### config.mk
export PLATFORM = sky130hd
export DESIGN_NAME = spi_ram_ctrl_flat
export DESIGN_NICKNAME = d
export VERILOG_FILES = /design/src/rtl/spi_ram_ctrl_if.sv /design/src/rtl/spi_ram_ctrl.sv /design/src/flat_wrapper.sv
export SDC_FILE = /design/constraint.sdc
export NUM_CORES = 2
export LEC_CHECK = 0
export BUFFER_PORTS_ARGS = -buffer_cell sky130_fd_sc_hd__clkbuf_2
export CAP_MARGIN = 30
export CORE_MARGIN = 2
export CORE_UTILIZATION = 50
export DETAILED_ROUTE_END_ITERATION = 10
export PLACE_DENSITY = 0.69
export SYNTH_ARGS = -nofsm -noshare
export SYNTH_HDL_FRONTEND = slang
export SYNTH_SLANG_ARGS = --single-unit
### constraint.sdc
create_clock -name clk -period 6.4 [get_ports clk]
set_input_delay 0.64 -clock clk [delete_from_list [all_inputs] [get_ports clk]]
set_output_delay 0.64 -clock clk [all_outputs]
set_load 0.01 [all_outputs]
### src/rtl/spi_ram_ctrl_if.sv
// ---------------------------------------------------------------------------
// spi_ram_ctrl_if
// Word-level link between the SPI slave and the RAM command decoder.
//   din      [9:0] command word from the slave ([9:8]=cmd, [7:0]=payload)
//   rx_valid       one-cycle strobe qualifying din
//   dout     [7:0] read data returned to the slave's tx_data
//   tx_valid       dout valid; level, held until the next command strobe
//   cmd_err        one-cycle pulse on a protocol violation
// Modports: master = SPI slave side, slave = RAM controller side.
// ---------------------------------------------------------------------------
interface spi_ram_ctrl_if;
    logic [9:0] din;
    logic       rx_valid;
    logic [7:0] dout;
    logic       tx_valid;
    logic       cmd_err;

    modport master (
        output din,
        output rx_valid,
        input  dout,
        input  tx_valid,
        input  cmd_err
    );

    modport slave (
        input  din,
        input  rx_valid,
        output dout,
        output tx_valid,
        output cmd_err
    );
endinterface

### src/rtl/spi_ram_ctrl.sv
// ---------------------------------------------------------------------------
// spi_ram_ctrl
// Single-port RAM with a 2-bit command decoder, sitting behind the SPI slave.
//   clk  - system clock, rising edge
//   rst  - asynchronous active-high reset (memory contents are kept)
//   bus  - spi_ram_ctrl_if.slave: din/rx_valid in, dout/tx_valid/cmd_err out
// Commands (decoded only while rx_valid=1):
//   00 load write address   01 write data
//   10 load read address    11 read data (needs a preceding 10)
// Parameters:
//   MEM_DEPTH - number of 8-bit words, power of two, <= 256
//   ADDR_SIZE - log2(MEM_DEPTH)
//   AUTO_INC  - nonzero: addresses post-increment after each data access
// ---------------------------------------------------------------------------
module spi_ram_ctrl #(
    parameter int MEM_DEPTH = 256,
    parameter int ADDR_SIZE = 8,
    parameter int AUTO_INC  = 0
) (
    input  logic              clk,
    input  logic              rst,
    spi_ram_ctrl_if.slave     bus
);

    localparam logic [1:0] CMD_WR_ADDR = 2'b00;
    localparam logic [1:0] CMD_WR_DATA = 2'b01;
    localparam logic [1:0] CMD_RD_ADDR = 2'b10;
    localparam logic [1:0] CMD_RD_DATA = 2'b11;

    localparam logic [0:0] IDLE     = 1'b0;
    localparam logic [0:0] RD_ARMED = 1'b1;

    localparam logic [ADDR_SIZE-1:0] ADDR_ONE = ADDR_SIZE'(1);

    // Memory array: no reset so it maps onto block RAM.
    logic [7:0] mem [MEM_DEPTH];

    logic [1:0]           cmd;
    logic [7:0]           payload;
    logic                 wr_strobe;
    logic                 rd_strobe;

    logic [ADDR_SIZE-1:0] wr_addr_reg, wr_addr_next;
    logic [ADDR_SIZE-1:0] rd_addr_reg, rd_addr_next;
    logic                 wa_ok_reg, wa_ok_next;
    logic [0:0]           state_reg, state_next;
    logic                 tx_valid_reg, tx_valid_next;
    logic                 cmd_err_reg, cmd_err_next;
    logic                 dout_loaded_reg, dout_loaded_next;
    logic [7:0]           rd_data_reg;

    assign cmd     = bus.din[9:8];
    assign payload = bus.din[7:0];

    // Accepted data accesses. A rejected write/read touches neither the RAM
    // nor the address counters.
    assign wr_strobe = bus.rx_valid && (cmd == CMD_WR_DATA) && wa_ok_reg;
    assign rd_strobe = bus.rx_valid && (cmd == CMD_RD_DATA) && (state_reg == RD_ARMED);

    always_comb begin
        wr_addr_next     = wr_addr_reg;
        rd_addr_next     = rd_addr_reg;
        wa_ok_next       = wa_ok_reg;
        state_next       = state_reg;
        tx_valid_next    = tx_valid_reg;
        dout_loaded_next = dout_loaded_reg;
        cmd_err_next     = 1'b0;

        if (bus.rx_valid) begin
            // Any strobe ends the current tx_valid hold; a valid read
            // re-asserts it below.
            tx_valid_next = 1'b0;
            case (cmd)
                CMD_WR_ADDR: begin
                    wr_addr_next = payload[ADDR_SIZE-1:0];
                    wa_ok_next   = 1'b1;
                end
                CMD_WR_DATA: begin
                    if (!wa_ok_reg) begin
                        cmd_err_next = 1'b1;
                    end else if (AUTO_INC != 0) begin
                        // ADDR_SIZE-bit arithmetic wraps at MEM_DEPTH.
                        wr_addr_next = wr_addr_reg + ADDR_ONE;
                    end
                end
                CMD_RD_ADDR: begin
                    rd_addr_next = payload[ADDR_SIZE-1:0];
                    state_next   = RD_ARMED;
                end
                default: begin // CMD_RD_DATA
                    if (state_reg != RD_ARMED) begin
                        cmd_err_next = 1'b1;
                    end else begin
                        tx_valid_next    = 1'b1;
                        dout_loaded_next = 1'b1;
                        if (AUTO_INC != 0) begin
                            rd_addr_next = rd_addr_reg + ADDR_ONE;
                        end else begin
                            state_next = IDLE;
                        end
                    end
                end
            endcase
        end
    end

    always_ff @(posedge clk or posedge rst) begin
        if (rst) begin
            wr_addr_reg     <= '0;
            rd_addr_reg     <= '0;
            wa_ok_reg       <= 1'b0;
            state_reg       <= IDLE;
            tx_valid_reg    <= 1'b0;
            cmd_err_reg     <= 1'b0;
            dout_loaded_reg <= 1'b0;
        end else begin
            wr_addr_reg     <= wr_addr_next;
            rd_addr_reg     <= rd_addr_next;
            wa_ok_reg       <= wa_ok_next;
            state_reg       <= state_next;
            tx_valid_reg    <= tx_valid_next;
            cmd_err_reg     <= cmd_err_next;
            dout_loaded_reg <= dout_loaded_next;
        end
    end

    // RAM write port and registered read port. A write and a read can never
    // hit the same edge (one command per cycle), so a read strobe in the
    // cycle after a write strobe already sees the new data.
    always_ff @(posedge clk) begin
        if (wr_strobe) begin
            mem[wr_addr_reg] <= payload;
        end
        if (rd_strobe) begin
            rd_data_reg <= mem[rd_addr_reg];
        end
    end

    // The read register itself has no reset (keeps block-RAM inference);
    // dout_loaded_reg forces dout to zero from reset until the first read.
    assign bus.dout     = dout_loaded_reg ? rd_data_reg : 8'h00;
    assign bus.tx_valid = tx_valid_reg;
    assign bus.cmd_err  = cmd_err_reg;

endmodule

### src/flat_wrapper.sv
// flat-port wrapper written by rule: the top's interface ports become plain ports
module spi_ram_ctrl_flat 
#(
    parameter int MEM_DEPTH = 256,
    parameter int ADDR_SIZE = 8,
    parameter int AUTO_INC  = 0
)
  (clk, rst, bus_din, bus_rx_valid, bus_dout, bus_tx_valid, bus_cmd_err);
  spi_ram_ctrl_if bus_i ();
  input  logic clk;
  input  logic rst;
  input wire logic [$bits(bus_i.din)-1:0] bus_din;
  input wire logic [$bits(bus_i.rx_valid)-1:0] bus_rx_valid;
  output wire logic [$bits(bus_i.dout)-1:0] bus_dout;
  output wire logic [$bits(bus_i.tx_valid)-1:0] bus_tx_valid;
  output wire logic [$bits(bus_i.cmd_err)-1:0] bus_cmd_err;
  assign bus_i.din = bus_din;
  assign bus_i.rx_valid = bus_rx_valid;
  assign bus_dout = bus_i.dout;
  assign bus_tx_valid = bus_i.tx_valid;
  assign bus_cmd_err = bus_i.cmd_err;
  spi_ram_ctrl #(.MEM_DEPTH(MEM_DEPTH), .ADDR_SIZE(ADDR_SIZE), .AUTO_INC(AUTO_INC)) u_core (.clk(clk), .rst(rst), .bus(bus_i));
endmodule
== Yosys cells after proc, flatten, opt, wreduce, memory -nomap -nowiden ==
Memories as Yosys holds them, arrays and structs flattened. A register that Yosys moved wholly into a read port is not among the register bits.
Index checks and enable logic that the tools add are counted.

* Flip-flop bits (word level): 21
* RAM bits: 2048
* Output and inout port bits: 10
* Memories: 1

{| class="wikitable"
|+ Memory list
! name !! depth !! bits a word !! read ports !! clocked after Yosys merged registers in !! write ports !! line !! text
|-
| u_core.mem || 256 || 8 || 1 || 1 || 1 || spi_ram_ctrl.sv:36 || <nowiki>logic [7:0] mem [MEM_DEPTH];</nowiki>
|}

* Equality and inequality tests: 3
* Multiplexer cells: 10
* Bitwise logic cells: 2
* Reduce and logical (&&, ||, !) cells: 12

{| class="wikitable"
|+ Operator list
! operator !! number
|-
| 8-bit two-way mux || 1
|-
| 1-bit two-way mux || 7
|-
| 2-bit AND reduction || 3
|-
| 2-bit == test, second input constant || 2
|-
| 1-bit logical AND || 4
|-
| 1-bit case mux with 2 select lines || 2
|-
| 2-bit OR reduction || 2
|-
| 3-bit AND reduction || 1
|-
| 3-bit OR reduction || 1
|-
| 2-bit by 1-bit == test with 1-bit output, second input constant || 1
|-
| 2-bit zero test || 1
|-
| 1-bit NOT || 2
|}

== Depth between registers and ports, before layout ==
* Depth in word-level cells: 5
* Mapped depth: 12

== Least setup slack after synthesis ==
No wires, ideal clock.

* Path kind: input-to-reg
* Start point: input port bus_din[9]
* End point: memory u_core.mem[112][0], enable pin
* Setup time: 0.370 ns
* Arrival: 2.236 ns
* Data required time: 6.030 ns
* Setup slack: 3.794 ns
* Stages: 7
* Path buffers: 3
* Cells stage by stage: nor2b_1 > nor2b_1 > clkbuf_1 > clkbuf_1 > nand3_1 > clkbuf_1 > nor2_1

* Cells in the longest elaborated chain, start to end: 5

{| class="wikitable"
|+ RTL lines
! what !! line !! text
|-
| from (decl) || flat_wrapper.sv:12 || <nowiki>input wire logic [$bits(bus_i.din)-1:0] bus_din;</nowiki>
|-
| 2-bit by 1-bit == test with 1-bit output || spi_ram_ctrl.sv:57 || <nowiki>assign wr_strobe = bus.rx_valid && (cmd == CMD_WR_DATA) && wa_ok_reg;</nowiki>
|-
| 1-bit logical AND (2 in series) || spi_ram_ctrl.sv:57 ||
|-
| 1-bit two-way mux || spi_ram_ctrl.sv:131 || <nowiki>if (wr_strobe) begin</nowiki>
|-
| 1-bit two-way mux (implied by the code) || spi_ram_ctrl.sv:132 || <nowiki>mem[wr_addr_reg] <= payload;</nowiki>
|-
| to (decl) || spi_ram_ctrl.sv:36 ||
|}

Every way passes these cells.

==> impl_metrics.ini <==
[drt]
detailroute.via_count = 39384
detail_route.wl_per_cell_um = 29.4
dr.pass1.iters = 5
drtAntennaViolNets = 0
drcViolationCount = 0
viasPerCell = 6.26
postRouteWirelength_um = 185000
dr.first_iter.drc_count = 4683

[synth]
dominant_combinational_cell_family_by_area_after_synthesis = multiplexers
post_synth_xor_area_fraction_pct = 0
combined_area_of_all_synthesized_cells_um2 = 80900
synth.area.mux_share_pct = 14.1
synth_sequential_area_ratio_pct = 77.0
yosys.area_share.simple_pct = 2.86
synth_area_per_cell_um2 = 20.8
netlist_top_cells_area = sky130_fd_sc_hd__edfxtp_1 (76%), sky130_fd_sc_hd__mux4_2 (11%), sky130_fd_sc_hd__mux2i_1 (2.3%)
synth_edf_count = 2056
ys.flop_type = sky130_fd_sc_hd__edfxtp_1
postSynthCellCount = 3888
synthesis.yosys.warnings = 0
synth-seq-cells = 2077
yosysTopAreaCellShare_pct = 76.3
synthDistinctLibCells = 65
post-synth-top-area-cell = sky130_fd_sc_hd__edfxtp_1
postSynthNetCount = 3901
yosys.area_share.adder_pct = 0
synthArstFlopShare_pct = 1.01
compound_gate_portion_of_the_synthesized_area_pct = 4.06

[sta]
totalNegativeSetupSlack_ns = 0
post-route-min-period_ns = 4.43
worst_pin_slew_ns = 1.54
setup_repair_after_global_routing_missed_its_margin = no
hold_slack_ns = 0.0794
fmax_mhz = 226
timing.slew.headroom_pct = -2.93
hold_violations = 0
finalMaxSlewViolations = 36
fin_skew_ns = 0.0210
finalCritPeriodShare_pct = 69.2
setup-violations-final = 0

[place]
hpwl_um = 109000
globalplace.congestion = 0.840
numPortBuffers = 22

[setup_path]
cp_max_fo = 44
critical_path.max_stage_delay_ns = 1.04
cp_data_arrival_time_ns = 4.98
worst-endpoint-required_ns = 6.95
crit_chain = buf_12, buf_12, mux4_2, a22o_1, o21ai_0, o21ai_0, a211oi_1, nor4_2
worstSetupPathType = register to register
endpoint_kind = register
cpMaxStageDelayCell = sky130_fd_sc_hd__dfrtp_4
worst_setup_path_start_kind = register

[die]
ioPinCount = 23
die-height_um = 406
initial_core_util_pct = 50.4
core.rowCount = 147
core_region_area_um2 = 161000
die_w_um = 406
floorplan.die_area_um2 = 165000

[global_routing]
grt_antenna_before_repair = 6
grt_pass1_wl_um = 269000
grt_start_max_net_pins = 208
global_route.overflow_total = 0
grt_pass1_vias = 38882
grtUsageTotal_pct = 22.5

[pwr]
design_power_total_mw = 30.2
ir_drop_v = 0.000295
power_density_nw_per_um2 = 338
leakage_nw = 27.6

[run]
drv_cap = 0

[clock_tree]
number_of_cts_inserted_buffers = 198
clk_latency_ns = 0.83
postCtsResizedCells = 0
clock_path_buffers = 3
cts.reportedPaths.clkPinSlew_ns = 0.06
cts_htree_levels = 4
cts_hold_repair.buffers = 1
cts_num_sinks = 2077
cts_setup_buffers = 0
tritoncts = built
ctsRootBufferMaster = sky130_fd_sc_hd__clkbuf_16

[cells_and_area]
layout-area-overhead-vs-synth_pct = 10.4
fraction_of_layout_instances_using_a_drive_strength_above_1_pct = 21.2
reg_with_most_ffs = u_core.mem
post-route-util_pct = 55.6
number_of_inserted_diodes = 0
final_net_count = 3976
largest_reg_flops = 2048

[hold_path]
hold_class = input port to register

[status]
violations = slew limit
outcome = complete, but fails checks
-- layout make-up --
| class | instances | area [um^2] |
|---|---|---|
| clock inverters | 127 | 1000 |
| clock buffers | 244 | 5150 |
| flip-flops and latches | 2077 | 62300 |
| repair buffers | 119 | 1130 |
| multi-input cells | 1563 | 17100 |
| well taps | 2160 | 2700 |
| fillers | 11768 | 71200 |
| inverters | 4 | 15.0 |
-- metal layers --
layer	wire length (um)	vias up	global-route usage, %
met5	13	-	0
met4	4690	2	6.25
met3	16600	296	4.57
met2	89000	1935	35.5
met1	74600	20780	32.4
li1	-	16371	-
-- worst max-delay path: cells and delay by family, from the launching register on --
| family | cells | cell delay [ns] |
|---|---|---|
| AO/OA/AOI/OAI | 4 | 1.56 |
| buffers and inverters | 2 | 0.77 |
| flip-flops | 1 | 1.04 |
| multiplexers | 1 | 0.56 |
| AND/OR/NAND/NOR | 1 | 0.12 |
-- cell usage in the layout (no fill, tap or decap), types with 12 or more instances in the layout --
| master | instances |
|---|---|
| sky130_fd_sc_hd__edfxtp_1 | 2056 |
| sky130_fd_sc_hd__mux4_2 | 412 |
| sky130_fd_sc_hd__nor2_1 | 276 |
| sky130_fd_sc_hd__clkbuf_16 | 199 |
| sky130_fd_sc_hd__mux2i_1 | 188 |
| sky130_fd_sc_hd__a22oi_1 | 150 |
| sky130_fd_sc_hd__buf_4 | 77 |
| sky130_fd_sc_hd__a21oi_1 | 74 |
| sky130_fd_sc_hd__nand2_1 | 66 |
| sky130_fd_sc_hd__clkinv_1 | 53 |
| sky130_fd_sc_hd__clkbuf_1 | 45 |
| sky130_fd_sc_hd__clkinv_2 | 44 |
| sky130_fd_sc_hd__o22ai_1 | 42 |
| sky130_fd_sc_hd__nand3_1 | 38 |
| sky130_fd_sc_hd__nor2b_1 | 27 |
| sky130_fd_sc_hd__a22o_1 | 26 |
| sky130_fd_sc_hd__o221ai_1 | 26 |
| sky130_fd_sc_hd__a221oi_1 | 25 |
| sky130_fd_sc_hd__mux2_2 | 22 |
| sky130_fd_sc_hd__a211oi_1 | 19 |
| sky130_fd_sc_hd__o21ai_0 | 17 |
| sky130_fd_sc_hd__dfrtp_1 | 16 |
| sky130_fd_sc_hd__clkbuf_2 | 14 |
| sky130_fd_sc_hd__a21boi_0 | 12 |
-- worst paths after layout --
path                                                         from                                 to  slack (ns)  cells past startpoint
worst max-delay path            u_core.rd_addr_reg[0]$_DFFE_PP0P_    u_core.rd_data_reg[1]$_DFFE_PP_        1.97                      8
worst min-delay path                                 bus_rx_valid    u_core.bus.tx_valid$_DFFE_PP0P_        0.08                      2
worst max register to register  u_core.rd_addr_reg[0]$_DFFE_PP0P_    u_core.rd_data_reg[1]$_DFFE_PP_        1.97                      8
worst min register to register       u_core.wa_ok_reg$_DFFE_PP0P_       u_core.wa_ok_reg$_DFFE_PP0P_        0.48                      1
max in group asynchronous                                     rst  u_core.rd_addr_reg[2]$_DFFE_PP0P_        5.79                      4
min in group asynchronous                                     rst       u_core.state_reg$_DFFE_PP0P_        0.23                      3
-- synth_stat cells, types with 6 or more instances --
library cell / count
sky130_fd_sc_hd__o21ai_0: 17
sky130_fd_sc_hd__nor3b_2: 6
sky130_fd_sc_hd__nor4_2: 9
sky130_fd_sc_hd__a221oi_1: 25
sky130_fd_sc_hd__and2_1: 13
sky130_fd_sc_hd__buf_12: 19
sky130_fd_sc_hd__a22o_1: 26
sky130_fd_sc_hd__buf_4: 27
sky130_fd_sc_hd__dfrtp_1: 21
sky130_fd_sc_hd__a21oi_1: 74
sky130_fd_sc_hd__o311ai_1: 6
sky130_fd_sc_hd__o221ai_2: 6
sky130_fd_sc_hd__mux2_2: 22
sky130_fd_sc_hd__nor2b_1: 31
sky130_fd_sc_hd__nand3_1: 38
sky130_fd_sc_hd__o221ai_1: 26
sky130_fd_sc_hd__o22ai_1: 42
sky130_fd_sc_hd__nand2b_1: 8
sky130_fd_sc_hd__a2111oi_0: 6
sky130_fd_sc_hd__a211o_1: 6
sky130_fd_sc_hd__buf_1: 12
sky130_fd_sc_hd__o41ai_1: 6
sky130_fd_sc_hd__nand4_1: 10
sky130_fd_sc_hd__o21ai_1: 8
sky130_fd_sc_hd__a21boi_0: 12
sky130_fd_sc_hd__or2_2: 6
sky130_fd_sc_hd__edfxtp_1: 2056
sky130_fd_sc_hd__mux4_2: 412
sky130_fd_sc_hd__mux2i_1: 188
sky130_fd_sc_hd__a211oi_1: 19
sky130_fd_sc_hd__nor2_1: 278
sky130_fd_sc_hd__buf_6: 22
sky130_fd_sc_hd__a22oi_1: 150
sky130_fd_sc_hd__nand2_1: 66
sky130_fd_sc_hd__buf_2: 60
sky130_fd_sc_hd__clkbuf_1: 98
-- cell families after synthesis --
kind of cell / Yosys count
flip-flops: 2077
multiplexers: 622
AND/OR/NAND/NOR: 493
AO/OA/AOI/OAI: 448
buffers and inverters: 248
-- report_power, final --
group          internal [mW]  leakage, nW  switching, mW
clock                   6.18         3.02           5.02
sequential              15.0         18.7          0.163
combinational           1.51         5.83           2.29
-- through the flow --
stage | setup slack (ns) | cell area [um^2] | std cells
2_1_floorplan | 3.79 | 80900 | 3888
3_3_place_gp | 1.81 | 83000 | 5904
3_5_place_dp | 2.07 | 83100 | 5917
4_1_cts | 2.02 | 89200 | 6289
5_1_grt | 1.86 | 89300 | 6294
6_report | 1.97 | 89300 | 6294
Note: power is estimated with default switching activity, not from simulation.
